<file path="config.mk">
export PLATFORM = sky130hd
export DESIGN_NAME = au_add_csv_acc
export DESIGN_NICKNAME = d
export VERILOG_FILES = /design/src/rtl/au_add_csv_acc.sv
export SDC_FILE = /design/constraint.sdc
export NUM_CORES = 1
export LEC_CHECK = 0
export CORE_MARGIN = 2
export CORE_UTILIZATION = 50
export DETAILED_ROUTE_END_ITERATION = 10
export MAX_ROUTING_LAYER = met4
export PLACE_DENSITY = 0.76
export SLEW_MARGIN = 20
export SYNTH_ARGS = -nofsm -noshare
export SYNTH_HDL_FRONTEND = slang
export SYNTH_SLANG_ARGS = --single-unit
</file>
<file path="constraint.sdc">
create_clock -name clk -period 1.8 [get_ports clk]
set_clock_uncertainty 0.1 [all_clocks]
set_input_delay 0.36 -clock clk [delete_from_list [all_inputs] [get_ports clk]]
set_output_delay 0.36 -clock clk [all_outputs]
set_load 0.01 [all_outputs]
</file>
<file path="src/rtl/au_add_csv_acc.sv">
// au_add_csv_acc: multi-operand accumulator that folds each operand into a
// redundant sum/carry pair via a 3:2 carry-save step, then resolves the
// frame total with a single carry-propagate add before presenting it.
module au_add_csv_acc #(
    parameter int WIDTH   = 8,
    parameter int MAX_OPS = 16,
    localparam int OW     = WIDTH + $clog2(MAX_OPS),
    localparam int CW     = $clog2(MAX_OPS + 1)
) (
    input  logic             clk,
    input  logic             rst_n,
    input  logic             clr,
    input  logic [WIDTH-1:0] in_data,
    input  logic             in_valid,
    input  logic             in_last,
    output logic             in_ready,
    output logic [OW-1:0]    out_sum,
    output logic [CW-1:0]    out_cnt,
    output logic             out_ovf,
    output logic             out_valid,
    input  logic             out_ready
);

    localparam logic [1:0] ACC = 2'd0;
    localparam logic [1:0] RES = 2'd1;
    localparam logic [1:0] OUT = 2'd2;

    localparam logic [CW-1:0] MAX_CNT = CW'(MAX_OPS);

    logic [1:0]    state_q, state_d;
    logic [OW-1:0] s_q, s_d;
    logic [OW-1:0] c_q, c_d;
    logic [CW-1:0] cnt_q, cnt_d;
    logic          ovf_q, ovf_d;
    logic [OW-1:0] sum_q, sum_d;
    logic [CW-1:0] ocnt_q, ocnt_d;
    logic          oovf_q, oovf_d;

    logic [OW-1:0] xExt;
    logic [OW-1:0] majVec;
    logic          accept;

    // Handshake outputs: the input side is held off while reset is asserted
    // and whenever the result path owns the frame.
    assign in_ready  = rst_n && (state_q == ACC);
    assign out_valid = (state_q == OUT);
    assign out_sum   = sum_q;
    assign out_cnt   = ocnt_q;
    assign out_ovf   = oovf_q;

    assign xExt   = {{(OW - WIDTH){1'b0}}, in_data};
    assign majVec = (s_q & c_q) | (s_q & xExt) | (c_q & xExt);
    assign accept = in_valid && in_ready && !clr;

    // Next-state logic: carry-save fold in ACC, carry-propagate resolve in
    // RES, hold in OUT; clr overrides everything and restarts the frame.
    always_comb begin
        state_d = state_q;
        s_d     = s_q;
        c_d     = c_q;
        cnt_d   = cnt_q;
        ovf_d   = ovf_q;
        sum_d   = sum_q;
        ocnt_d  = ocnt_q;
        oovf_d  = oovf_q;

        if (clr) begin
            state_d = ACC;
            s_d     = '0;
            c_d     = '0;
            cnt_d   = '0;
            ovf_d   = 1'b0;
        end else begin
            case (state_q)
                ACC: begin
                    if (accept) begin
                        s_d = s_q ^ c_q ^ xExt;
                        c_d = majVec << 1;
                        if (cnt_q == MAX_CNT) begin
                            ovf_d = 1'b1;
                        end else begin
                            cnt_d = cnt_q + 1'b1;
                        end
                        if (in_last) begin
                            state_d = RES;
                        end
                    end
                end
                RES: begin
                    sum_d   = s_q + c_q;
                    ocnt_d  = cnt_q;
                    oovf_d  = ovf_q;
                    s_d     = '0;
                    c_d     = '0;
                    cnt_d   = '0;
                    ovf_d   = 1'b0;
                    state_d = OUT;
                end
                OUT: begin
                    if (out_ready) begin
                        state_d = ACC;
                    end
                end
                default: begin
                    state_d = ACC;
                end
            endcase
        end
    end

    // State and datapath registers; reset discards any frame and result.
    always_ff @(posedge clk or negedge rst_n) begin
        if (!rst_n) begin
            state_q <= ACC;
            s_q     <= '0;
            c_q     <= '0;
            cnt_q   <= '0;
            ovf_q   <= 1'b0;
            sum_q   <= '0;
            ocnt_q  <= '0;
            oovf_q  <= 1'b0;
        end else begin
            state_q <= state_d;
            s_q     <= s_d;
            c_q     <= c_d;
            cnt_q   <= cnt_d;
            ovf_q   <= ovf_d;
            sum_q   <= sum_d;
            ocnt_q  <= ocnt_d;
            oovf_q  <= oovf_d;
        end
    end

endmodule

</file>
==> flow_metrics.tcl, run 1 <==
set metrics [dict create \
    yosys_register_bits 49 \
    clock.fmax_ghz 0.529 \
    cts_tree "done" \
    syn_area_um2 2630 \
    hold_viol 0 \
    outcome "complete, but fails checks" \
    synth_top_area_cell "dfrtp_1" \
    drv_cap 0 \
    setup_ws_ns -0.0906 \
    dp_hpwl_um 4180 \
    io_pins 34 \
    area_delta_synth_final_pct 30.7 \
    cp_max_fo 2 \
    slew_violations 0 \
    die_height_um 76.5 \
    drt_iter0_markers 70 \
    fin_crit_sh_pct 105 \
    final_cells 413 \
    gp_congestion 0.803 \
    synthTopCellsByArea "dfrtp_1 47%, nand2_1 11%, ha_1 6.2%, fa_1 6.1%, nand3_1 5.0%" \
    worst_pin_slew_ns 0.435 \
    synth_cell_types 35 \
    viasPerCell 5.32 \
    port_buffers 33 \
    synth_top_area_share_pct 46.7 \
    die_area_um2 5850 \
    synth_nets 317 \
    first_pass_iters 4 \
    htreeDepth 2 \
    cp-start-kind "flip-flop" \
    nets 377 \
    grt_pass1_wl_um 10100 \
    cp_slowest_cell "dfrtp_1" \
    avgSynthCellArea_um2 9.31 \
    end_kind "flip-flop" \
    numCtsBuffers 5 \
    drcViolationCount 0 \
    crit_top_cell "nand2b_4" \
    powerDensity_nw_per_um2 883 \
    die-width_um 76.5 \
    critPathBufInv 3 \
    violations "setup timing" \
    place_ws_ns -0.0834 \
    synth_warnings 0 \
    setup_viol 3 \
    grt_use_total_pct 21.7 \
    vias 2196 \
    cts-root-buf "clkbuf_8" \
    crit_required_ns 1.93 \
    clk_latency_ns 0.30 \
    initial_core_util_pct 51.8 \
    crit_type "flip-flop to flip-flop" \
    ant_nets 0 \
    reg2reg_depth 10 \
    diodes 0 \
    slew_headroom_pct 71.0 \
    path_cells "ha_2, inv_2, fa_2, nand2b_4, buf_4, buf_6, nand2b_4, a21oi_2, xor2_1, o21ai_1" \
    cts_sinks 49 \
    wl_um 5690 \
    antenna_found_initial 0 \
    cts_buffer_depth 2 \
    max_stage_delay_ns 0.36 \
    peakVddDrop_mv 0.378 \
    grt_max_degree 34 \
    cp.depth 10 \
    p_leak_nw 1.73 \
    synthCells 282 \
    hold_path_class "input port to async pin" \
    wire_per_inst_um 13.8 \
    totalPowerFinal_mw 3.03 \
    yosysSeqAreaShare_pct 46.7 \
    path_clk_slew_ns 0.10 \
    path_delay_family "adder cells" \
    grt_pass1_vias 2220 \
    grt.overflow.total 0 \
    cp.arrival_ns 2.02 \
    rows 26 \
    core_um2 5070 \
    rsz0062_at_grt "yes" \
    fin_crit_ns 1.89 \
    drive_above_1_share_pct 15.7 \
    setup_tns_ns -0.155 \
    dp.cells 401 \
]
flip-flops by register name, indices dropped and copies added, names as in the netlist:
register and count:
out_cnt 5, s_q 12, out_ovf 1, cnt_q 5, state_q 2, out_sum 12
ovf_q 1, c_q 11
repair_timing:
item,4_1_cts,5_1_grt
resized for setup,4,4
hold endpoints to repair,16,0
hold buffers,1,0
endpoints found under the setup margin,5,7
pin swaps,4,2
buffers inserted,2,1
final cells by class:
class                   instances  area, um^2
repair buffers                 66         602
fillers                       437        1640
inverters                       7        26.3
clock buffers                   5        68.8
well taps                      70        87.6
flip-flops and latches         49        1230
clock inverters                 3        46.3
multi-input cells             213        1380
synth_stat cells (all sizes together):
cell,n
o311ai,3
xnor2,2
o21bai,2
o21ai,12
dfrtp,49
o41ai,1
nand2b,5
mux2i,3
and3,4
or4,1
nand4,1
o31ai,1
buf,9
nand3,26
nand4b,1
a21oi,11
nand2,80
a21o,2
o211ai,6
clkbuf,4
xor2,5
or2,1
nor3b,1
ha,13
o21a,2
nor3,3
nor2b,2
fa,8
o41a,1
o211a,1
inv,7
and4,1
nor2,14
routing by layer:
| metal | up-vias | global-route usage [%] | part of all wire [%] |
|---|---|---|---|
| li1 | 1068 | - | - |
| met1 | 1083 | 28.1 | 45 |
| met2 | 39 | 36.2 | 51 |
| met3 | 6 | 3.44 | 3.2 |
| met4 | 0 | 5.27 | 0.95 |
| met5 | - | - | 0 |
through the flow:
stage | hold slack [ns] | util, % | instance area [um^2]
2_1_floorplan | -0.0356 | - | 2660
3_3_place_gp | 0.279 | 64.2 | 3260
3_5_place_dp | 0.283 | 64.2 | 3260
4_1_cts | 0.0347 | 67.2 | 3410
5_1_grt | 0.0595 | 67.7 | 3430
6_report | 0.0234 | 67.7 | 3430
layout by cell type, fill, tap and decap left out, types with 2 or more instances in the layout:
master,count
a21oi_1,9
nand2_1,80
o211ai_1,6
nor2_1,14
xnor2_1,2
dlygate4sd2_1,2
and3_1,4
buf_4,29
nor2b_1,2
nand2b_4,3
o311ai_1,3
ha_4,2
nand2b_1,2
mux2i_1,3
nand3_1,26
ha_2,2
dfrtp_1,49
clkdlybuf4s50_1,30
fa_1,7
xor2_1,5
nor3_1,3
ha_1,9
a21o_1,2
buf_12,2
clkbuf_8,5
o21ai_0,11
inv_1,6
o21a_1,2
kinds of logic after synthesis:
family          synth area share, %
simple gates                   23.6
xor+xnor                       2.33
buf+inv                        3.29
compound gates                 10.7
flops                          46.7
mux                            1.14
fa+ha+maj                      12.3
worst register-to-register path, stage by stage, from the launching register on:
cell      delay (ns)
dfrtp_1         0.36
ha_2            0.19
inv_2           0.04
fa_2            0.34
nand2b_4        0.16
buf_4           0.13
buf_6           0.11
nand2b_4        0.06
a21oi_2         0.05
xor2_1          0.15
o21ai_1         0.13
power by group:
group | switching [mW] | internal, mW
logic | 0.406 | 0.452
registers | 0.115 | 1.25
clock network | 0.391 | 0.416
total | 0.912 | 2.12
final timing paths:
check	slack, ns	end	from
worst min-delay path	0.02	out_sum[11]	rst_n
worst min register to register	0.38	c_q[8]	c_q[8]
min in group clk	0.38	c_q[8]	c_q[8]
worst max-delay path	-0.09	out_sum[5]	s_q[1]
max in group asynchronous	0.93	cnt_q[3]	rst_n
worst max register to register	-0.09	out_sum[5]	s_q[1]
(Power assumes the default switching activity.)
==> inputs of run 2 (changes only) <==
GPL_ROUTABILITY_DRIVEN = 0   (was unset)
==> results of run 2 <==
Final layout, timing and power as in run 1 (identical DEF).
==> inputs of run 3 (changes only) <==
--- a/constraint.sdc
+++ b/constraint.sdc
@@ -4,2 +4,2 @@
 set_output_delay 0.36 -clock clk [all_outputs]
-set_load 0.01 [all_outputs]
+set_load 0.1 [all_outputs]
==> run 3 against run 2 <==
Effect of this change:
- the run still ends with setup timing left
- sequential share of layout area fell by 3.0 points
- sequential cell count did not move
- critical path depth fell by 2
- final area rose by 9.2%
- die area stayed put
- clock power increased by 1%
==> flow_metrics.tcl, run 3 (synthesized netlist as in run 1, its figures left out) <==
set metrics [dict create \
    grt_pass1_wl_um 10500 \
    cp.depth 8 \
    wire_per_inst_um 15.2 \
    core_um2 5070 \
    hold_path_class "input port to async pin" \
    cp.arrival_ns 2.01 \
    setup_ws_ns -0.116 \
    peakVddDrop_mv 0.680 \
    clk_latency_ns 0.30 \
    seq_area_um2 1230 \
    fin_crit_ns 1.92 \
    io_pins 34 \
    outcome "complete, but fails checks" \
    place_ws_ns -0.102 \
    powerDensity_nw_per_um2 1070 \
    cp_max_fo 4 \
    setup_tns_ns -0.339 \
    path_cells "ha_4, inv_2, fa_2, nand2b_4, a21oi_4, o211a_1, o41a_1, nand2_1" \
    clock.fmax_ghz 0.522 \
    path_delay_family "adder cells" \
    post-route-util_pct 73.9 \
    diodes 0 \
    drcViolationCount 0 \
    crit_path_end "out_sum[11]" \
    area_delta_synth_final_pct 42.8 \
    viasPerCell 5.37 \
    cp_slowest_cell "dfrtp_1" \
    end_kind "flip-flop" \
    rows 26 \
    hold_viol 0 \
    first_pass_iters 4 \
    r2r_slack_ns -0.12 \
    die_area_um2 5850 \
    nets 383 \
    final_common_cell "nand2_1" \
    port_buffers 33 \
    grt.overflow.total 0 \
    multi_input_area_um2 1430 \
    grt_max_degree 48 \
    violations "setup timing" \
    fin_crit_sh_pct 106 \
    grt_use_total_pct 23.2 \
    drt_iter0_markers 126 \
    hold_ws_ns 0.156 \
    wl_um 6350 \
    cts_buffer_depth 2 \
    vias 2252 \
    crit_type "flip-flop to flip-flop" \
    p_leak_nw 1.86 \
    ant_nets 0 \
    rsz0062_at_grt "yes" \
    die-width_um 76.5 \
    reg2reg_from "s_q[1]" \
    antenna_found_initial 0 \
    cts_sinks 49 \
    slew_headroom_pct 60.4 \
    drv_cap 0 \
    worst_pin_slew_ns 0.594 \
    totalPowerFinal_mw 4.00 \
    critPathBufInv 1 \
    final_cell_mix "80 x nand2_1, 48 x dfrtp_1, 35 x buf_4" \
    path_clk_slew_ns 0.09 \
    die_height_um 76.5 \
    slew_violations 0 \
    htreeDepth 2 \
    cp-start-kind "flip-flop" \
    cts_tree "done" \
    reg2reg_depth 8 \
    critPathLaunch "s_q[1]" \
    fill_cells 359 \
    setup_viol 5 \
    dp_hpwl_um 4240 \
    initial_core_util_pct 51.8 \
    numCtsBuffers 5 \
    grt_pass1_vias 2282 \
    crit_required_ns 1.90 \
    drive_above_1_share_pct 24.6 \
    cts-root-buf "clkbuf_8" \
    max_stage_delay_ns 0.43 \
    worstReg2RegEnd "out_sum[11]" \
]
==> run 3: changes by cell type in the layout (fill, tap and decap cells not counted), sizes merged <==
cell           delta
clkinvlp          -1
dlygate4sd2       -2
buf              +26
clkdlybuf4s50    -18
clkbuf            +2
clkinv            -1
==> run 3: area by class of cell <==
cell class	instances	share of cell area, %
Clock inverter	1	0.801
Sequential cell	49	32.7
Inverter	7	0.701
Timing Repair Buffer	72	22.9
Clock buffer	7	2.30
Multi-Input combinational cell	213	38.2
Tap cell	70	2.34
==> run 3: worst min-delay path by stage <==
stage,endpoint,slack [ns]
2_1_floorplan,c_q[10],-0.04
3_3_place_gp,out_ovf,0.09
3_5_place_dp,out_ovf,0.09
4_1_cts,s_q[7],0.17
5_1_grt,s_q[7],0.21
6_report,c_q[6],0.16
==> run 3: layer usage <==
layer / wire, um / share of wire, % / vias up / GRT usage, %
li1: - / - / 1078 / -
met1: 2490 / 39 / 1087 / 28.3
met2: 3340 / 53 / 70 / 38.3
met3: 327 / 5.2 / 17 / 5.09
met4: 195 / 3.1 / 0 / 7.82
met5: 0 / 0 / - / -
==> run 3: timing repair <==
action	in CTS	in global routing
hold buffers	1	0
hold endpoints to repair	2	0
pin swaps	4	6
buffers inserted	4	3
endpoints found under the setup margin	4	8
gates resized for setup	4	10
==> run 3: through the flow <==
stage          instance area (um^2)  std cells
5_1_grt                        3750        419
3_5_place_dp                   3490        403
4_1_cts                        3670        416
3_3_place_gp                   3490        403
2_1_floorplan                  2670        282
6_report                       3750        419
==> run 3: power by group <==
| part | internal [mW] | switching (mW) |
|---|---|---|
| sequential | 1.25 | 0.172 |
| combinational | 0.684 | 1.07 |
| clock | 0.453 | 0.362 |
